===== src/rtl/fp_pkg.sv =====
// Shared field widths and operand types for the single-precision adder pipeline.
package fp_pkg;

  localparam int EXP_W = 8;
  localparam int MAN_W = 23;

  // IEEE-754 binary32 viewed as its three fields.
  typedef struct packed {
    logic             sign;
    logic [EXP_W-1:0] exp;
    logic [MAN_W-1:0] man;
  } fp32_t;

  // Mantissa with the hidden bit prepended.
  typedef logic [MAN_W:0] mant_ext_t;

  // The hidden bit is forced to 1 for every exponent, including zero and all-ones.
  function automatic mant_ext_t add_hidden(input logic [MAN_W-1:0] man);
    return {1'b1, man};
  endfunction

endpackage


===== src/rtl/fp_align_shift.sv =====
// Combinational exponent compare and mantissa alignment.
// The operand with the smaller exponent is shifted right by the exponent
// difference; bits shifted past the LSB are dropped.
module fp_align_shift
  import fp_pkg::*;
(
  input  logic [EXP_W-1:0] exp_a,
  input  logic [EXP_W-1:0] exp_b,
  input  mant_ext_t        full_a,
  input  mant_ext_t        full_b,
  output logic [EXP_W-1:0] exp_out,
  output mant_ext_t        aligned_a,
  output mant_ext_t        aligned_b
);

  logic [EXP_W-1:0] diff;

  // Pick the larger exponent and shift the other mantissa down to match it.
  always_comb begin
    diff      = '0;
    exp_out   = exp_a;
    aligned_a = full_a;
    aligned_b = full_b;
    if (exp_a > exp_b) begin
      diff      = exp_a - exp_b;
      exp_out   = exp_a;
      aligned_b = full_b >> diff;
    end else if (exp_b > exp_a) begin
      diff      = exp_b - exp_a;
      exp_out   = exp_b;
      aligned_a = full_a >> diff;
    end
  end

endmodule


===== src/rtl/mask_alignment.sv =====
// First stage of the FP adder: slices both binary32 operands into fields,
// aligns their mantissas to the larger exponent and registers the result.
module mask_alignment
  import fp_pkg::*;
(
  input  logic             clk,
  input  logic             rst_n,
  input  logic             in_valid,
  input  logic [31:0]      a,
  input  logic [31:0]      b,
  output logic             out_valid,
  output logic             sign_a,
  output logic             sign_b,
  output logic [EXP_W-1:0] exp_a,
  output logic [EXP_W-1:0] exp_b,
  output logic [MAN_W-1:0] man_a,
  output logic [MAN_W-1:0] man_b,
  output mant_ext_t        aligned_man_a,
  output mant_ext_t        aligned_man_b,
  output logic [EXP_W-1:0] exp_out
);

  fp32_t            op_a;
  fp32_t            op_b;
  logic [EXP_W-1:0] exp_out_c;
  mant_ext_t        aligned_a_c;
  mant_ext_t        aligned_b_c;

  assign op_a = fp32_t'(a);
  assign op_b = fp32_t'(b);

  fp_align_shift u_align (
    .exp_a     (op_a.exp),
    .exp_b     (op_b.exp),
    .full_a    (add_hidden(op_a.man)),
    .full_b    (add_hidden(op_b.man)),
    .exp_out   (exp_out_c),
    .aligned_a (aligned_a_c),
    .aligned_b (aligned_b_c)
  );

  // Valid follows the input every cycle; data only loads on an accepted pair and holds otherwise.
  always_ff @(posedge clk or negedge rst_n) begin
    if (!rst_n) begin
      out_valid     <= 1'b0;
      sign_a        <= 1'b0;
      sign_b        <= 1'b0;
      exp_a         <= '0;
      exp_b         <= '0;
      man_a         <= '0;
      man_b         <= '0;
      aligned_man_a <= '0;
      aligned_man_b <= '0;
      exp_out       <= '0;
    end else begin
      out_valid <= in_valid;
      if (in_valid) begin
        sign_a        <= op_a.sign;
        sign_b        <= op_b.sign;
        exp_a         <= op_a.exp;
        exp_b         <= op_b.exp;
        man_a         <= op_a.man;
        man_b         <= op_b.man;
        aligned_man_a <= aligned_a_c;
        aligned_man_b <= aligned_b_c;
        exp_out       <= exp_out_c;
      end
    end
  end

endmodule


===== config.mk =====
export PLATFORM = sky130hd
export DESIGN_NAME = mask_alignment
export DESIGN_NICKNAME = d
export VERILOG_FILES = /design/src/rtl/fp_pkg.sv /design/src/rtl/fp_align_shift.sv /design/src/rtl/mask_alignment.sv
export SDC_FILE = /design/constraint.sdc
export NUM_CORES = 1
export LEC_CHECK = 0
export ABC_CLOCK_PERIOD_IN_PS = 1000
export CAP_MARGIN = 15
export CORE_MARGIN = 5
export CORE_UTILIZATION = 30
export DETAILED_ROUTE_END_ITERATION = 8
export GPL_TIMING_DRIVEN = 1
export HOLD_SLACK_MARGIN = 0.1
export PLACE_DENSITY = 0.6
export SETUP_SLACK_MARGIN = 0.1
export SYNTH_ARGS = -nofsm -noshare
export SYNTH_HDL_FRONTEND = slang
export SYNTH_SLANG_ARGS = --single-unit

===== constraint.sdc =====
create_clock -name clk -period 1 [get_ports clk]
set_input_delay 0.2 -clock clk [delete_from_list [all_inputs] [get_ports clk]]
set_output_delay 0.2 -clock clk [all_outputs]
set_load 0.05 [all_outputs]

Word level (Yosys, flattened, before mapping)
Index checks and enable logic that the tools add are counted.
{"block": "word_totals", "regBits": 121, "input_bits": 67, "word_cells": 21}
{"block": "classes", "n_addsub": 2, "order_cmp": 2, "shifts": 2, "muxes": 5}
{"cell": "$mux 24", "n": 3}
{"cell": "$shr 24x8->24", "n": 2}
{"cell": "$gt 8x8->1", "n": 2}
{"cell": "$mux 8", "n": 2}
{"cell": "$sub 8x8->8", "n": 2}

Depth between registers and ports, before layout
{"block": "logic_depth", "ltp_word": 4, "mapped_depth": 13, "ltp_nobuf": 11}

By module
Synthesis repeated with hierarchy kept, for this count alone.
{"block": "unflattened", "hier_cells": 773, "area_unflattened_um2": 8171.6}
{"mod": "mask_alignment", "n_inst": 1, "cells_each": 255, "area_per_inst_um2": 4516.8, "seq_area_each_um2": 3027.9}
{"mod": "fp_align_shift", "n_inst": 1, "cells_each": 518, "area_per_inst_um2": 3654.8, "seq_area_each_um2": 0.0}

Least setup slack after synthesis
Ideal clock, no wire load.
{"block": "synth_path", "path_kind": "input to register", "from": "input port b[23]", "to": "register aligned_man_a[0]", "setup_time_ns": 0.133, "arrival_ns": 2.381, "required_ns": 0.867, "path_slack_ns": -1.514, "stages": 9, "path_cell_list": "inv_1 -> ha_1 -> fa_1 -> buf_2 -> buf_1 -> clkbuf_1 -> mux4_2 -> a21oi_1 -> o221ai_2"}
{"block": "synth_between", "elab_chain_len": 4, "word_cells_on_any_way": 6}
{"element": "from (decl)", "line": "mask_alignment.sv:10", "source": "input logic [31:0] b,"}
{"element": "$sub 8x8->8", "line": "fp_align_shift.sv:29", "source": "diff = exp_b - exp_a;"}
{"element": "$shr 24x8->24", "line": "fp_align_shift.sv:31", "source": "aligned_a = full_a >> diff;"}
{"element": "$mux 24", "line": "fp_align_shift.sv:28", "source": "end else if (exp_b > exp_a) begin"}
{"element": "$mux 24 (*)", "line": "fp_align_shift.sv:24", "source": "if (exp_a > exp_b) begin"}
{"element": "to (signal assigned)", "line": "mask_alignment.sv:64", "source": "aligned_man_a <= aligned_a_c;"}
{"element": "to (decl)", "line": "mask_alignment.sv:18", "source": "output mant_ext_t aligned_man_a,"}
Every way passes the cells marked *; elsewhere a longest branch is shown, timed or not.
A chain may end at the register's enable or synchronous reset.

Final worst setup path
{"block": "layout_path", "from": "input port b[28]", "to": "register aligned_man_a[20]"}
Same word-level chain as after synthesis.

==> qor.csv <==
metric;value;unit
Setup CP Type;input pin to flop;
part of the power in combinational logic;0.523;
Cells after DPL;1594;
post-route DRC violation count;0;
ANT nets after route;0;
Sw Share;0.375;
pre-CTS setup slack;-2.20;ns
largest family of logic cells by synthesized area;compound AO/OA/AOI/OAI gates;
hpwl dp;24800;microns
final WL;36100;microns
H-tree depth;4;
vias in the first global route;9145;
xor/xnor share of the synthesized area;0.00972;
die height;174;microns
core area;0.0268;sq mm
ANT cells;0;
NumNets Final;1474;
fraction of synthesized area in multiplexers;0.189;
Static Leak;7.55;nW
Crit path largest cell delay;0.46;ns
Layout Skew;0;ns
Starting DRT DRC Count;748;
RSZ-0062 raised after global routing;yes;
CP Capture Type;flop;
mapped cell area;0.00811;sq mm
Port Buf Inserts;187;
Final period util;2.23;
post-synthesis async set-or-reset flop share;1.00;
clock network fraction of design power;0.256;
total global routing overflow;0;
critical path's most frequent cell;buf_6;
root buf cell;clkbuf_16;
top-area cell type share of the netlist area;0.373;
CP Cell Sequence;buf_4 > ha_4 > buf_6 > nor2b_4 > a221o_1 > a2111oi_4 > nand4_4 > or3_4 > buf_6 > o221ai_2;
Sw Pwr;10.4;mW
Worst-Skew Late Latency;0.42;ns
power density cells;1640;mW/mm^2
Finished Core Util;0.632;
Rows;60;
drt via density;5.23;
violated checks;negative setup slack;
min setup slack post-route;-1.23;ns
TritonCTS clock tree;built;
routed via count;9110;
Clock transition at path regs;0.07;ns
TritonRoute pass-1 iters;5;
clock period minus worst slack;2.23;ns
final setup vio count;178;
Cells after Synth;878;
Non-Filler Instances;1742;
Max Cap Viol;0;
Distinct cells, synth;73;
count of final hold-check violations;0;
Worst Path Required;1.34;ns
Die Area;0.0304;sq mm
fillers;2026;
Synth Area in Compound Gates;0.194;
# IOs;188;
Syn Nets;964;
Syn Area/Cell;9.24;sq um
largest net degree at the start of global routing;66;
Largest delay share family, worst path;compound AO/OA/AOI/OAI gates;
register area share after synthesis;0.373;
Max Fanout on Critical Path;5;
post-synthesis simple-gate area fraction;0.142;
max-slew violations;0;
GRT Resource Usage Total;0.219;
top post-synthesis cells by area;dfrtp_1 (37%), mux2_2 (9.3%), mux2i_1 (5.2%);
Power Internal;17.3;mW
Buf+Inv Stages, Crit Path;3;
crit path launch type;input pin;
initial antenna violation count;0;
Design Area, Final;0.0169;sq mm
worst slew pin tran;0.638;ns
CP Data Arrival Time;2.57;ns
Primary FF master, synth;dfrtp_1;
initial core utilization;0.303;
VDD IR max;0.782;mV
Placed Instance Area;0.0139;sq mm
YS warnings;0;
Max Fclk;449;MHz
layout cells sized above 1;0.591;
post-synthesis adder-cell area fraction;0.0312;
Flop pwr share;0.221;
TritonCTS Buffers;17;
Max-slew headroom;0.574;
Slowest cell on crit path;or3_4;
FF+latch count, synth;121;
clk sink count;121;
RD Place Congestion;0.906;
first-pass GRT wire length;53000;microns
Clock Path Buffers;2;
Hold WC Path Type;input pin to flop;
WL/cell;20.7;microns
EDFF count, synth;0;
Area Overhead vs Synth;109;%
Horiz. Die Dim;174;microns
post-synth top area cell;dfrtp_1;
status;finished with violations;
==> per-layer routing <==
layer,track usage,share of wire,vias to the layer above
met5,0,0,-
met4,0.0442,0.017,0
met3,0.0535,0.067,51
met2,0.342,0.47,345
met1,0.309,0.44,4499
li1,-,-,4215
==> sequential cells by signal, indices dropped and copies added (netlist names) <==
name	cells
aligned_man_a	24
aligned_man_b	24
exp_a	8
exp_b	8
exp_out	8
man_a	23
man_b	23
out_valid	1
sign_a	1
sign_b	1
==> final timing paths <==
kind	from	end	slack (ns)	depth (start not counted)
hold reg to reg	man_b[19]	man_b[19]	0.56	1
max in group asynchronous	rst_n	aligned_man_b[5]	0.30	3
setup / recovery	b[28]	aligned_man_a[20]	-1.23	10
min in group asynchronous	rst_n	exp_out[2]	0.19	2
setup reg to reg	aligned_man_b[6]	aligned_man_b[6]	-0.20	4
hold / removal	b[26]	exp_b[3]	0.11	2
==> placed cells by master (no fill, tap or decap), types with 9 or more instances in the layout <==
cell type and n:
buf_12 139, nor2_1 78, inv_2 9, nand3_1 15, a31oi_1 9, buf_6 66, clkdlybuf4s50_1 42, dfrtp_2 9
mux4_2 16, dfrtp_1 112, mux2i_1 28, inv_1 34, mux2_2 10, o221ai_2 10, a21oi_2 29, buf_4 276
mux2_4 57, nor2_4 10, a21oi_1 50, o21ai_1 13, mux2i_2 9, clkbuf_16 21, nand2_1 66, o21ai_0 30
ha_4 10
==> final cells by class <==
type                       instances  area (sq um)  share of cell area
timing repair buffer             556          6460               0.381
multi-input combinational        644          6130               0.362
sequential                       121          3040               0.179
clock buffer                      18           439              0.0259
tap                              341           427              0.0252
inverter                          48           220              0.0130
clock inverter                    14           219              0.0129
==> power by group through the flow <==
stage               Combinational [mW]  Clock, mW  Sequential (mW)
global placement                  11.8          0             6.18
global route                      15.2       7.40             6.19
finish                            14.5       7.08             6.13
CTS                               13.3       7.19             6.12
floorplan                         4.20          0             7.82
detailed placement                11.8          0             6.20
==> cell families (layout without fill, tap and decap cells) <==
kind of cell / after synthesis / in the layout
XOR/XNOR: 9 / 9
flip-flops: 121 / 121
AND/OR/NAND/NOR: 253 / 253
AO/OA/AOI/OAI: 238 / 238
multiplexers: 125 / 125
buffers and inverters: 113 / 636
adder cells (fa/ha/maj): 19 / 19
==> cells in the mapped netlist (9+ instances only) <==
library cell and instances:
a211oi_1 9, a21oi_1 82, a2bb2oi_1 12, a31oi_1 11, buf_2 17, clkbuf_1 33, dfrtp_1 121, ha_1 17
inv_1 47, mux2_2 67, mux2i_1 42, mux4_2 16, nand2_1 76, nand3_1 19, nor2_1 96, nor3_1 11
o21ai_0 49, o221ai_1 10, o22ai_1 11
==> repair_timing <==
item	4_1_cts	5_1_grt
setup buffers	64	43
setup endpoints to repair	195	209
resized for setup	244	119
endpoints found under the hold margin	125	1
cloned	1	6
hold buffers	5	1
pin swaps	79	47
==> stage by stage <==
stage | power, mW | setup TNS (ns) | hold WS (ns)
after global placement | 17.9 | -133.11 | 0.0780
after global routing | 28.8 | -94.26 | 0.105
final | 27.7 | -87.27 | 0.112
after floorplan | 12.0 | -64.79 | -0.0956
after detailed placement | 18.0 | -134.81 | 0.0755
after CTS | 26.6 | -89.28 | 0.120
(Power assumes the default switching activity.)
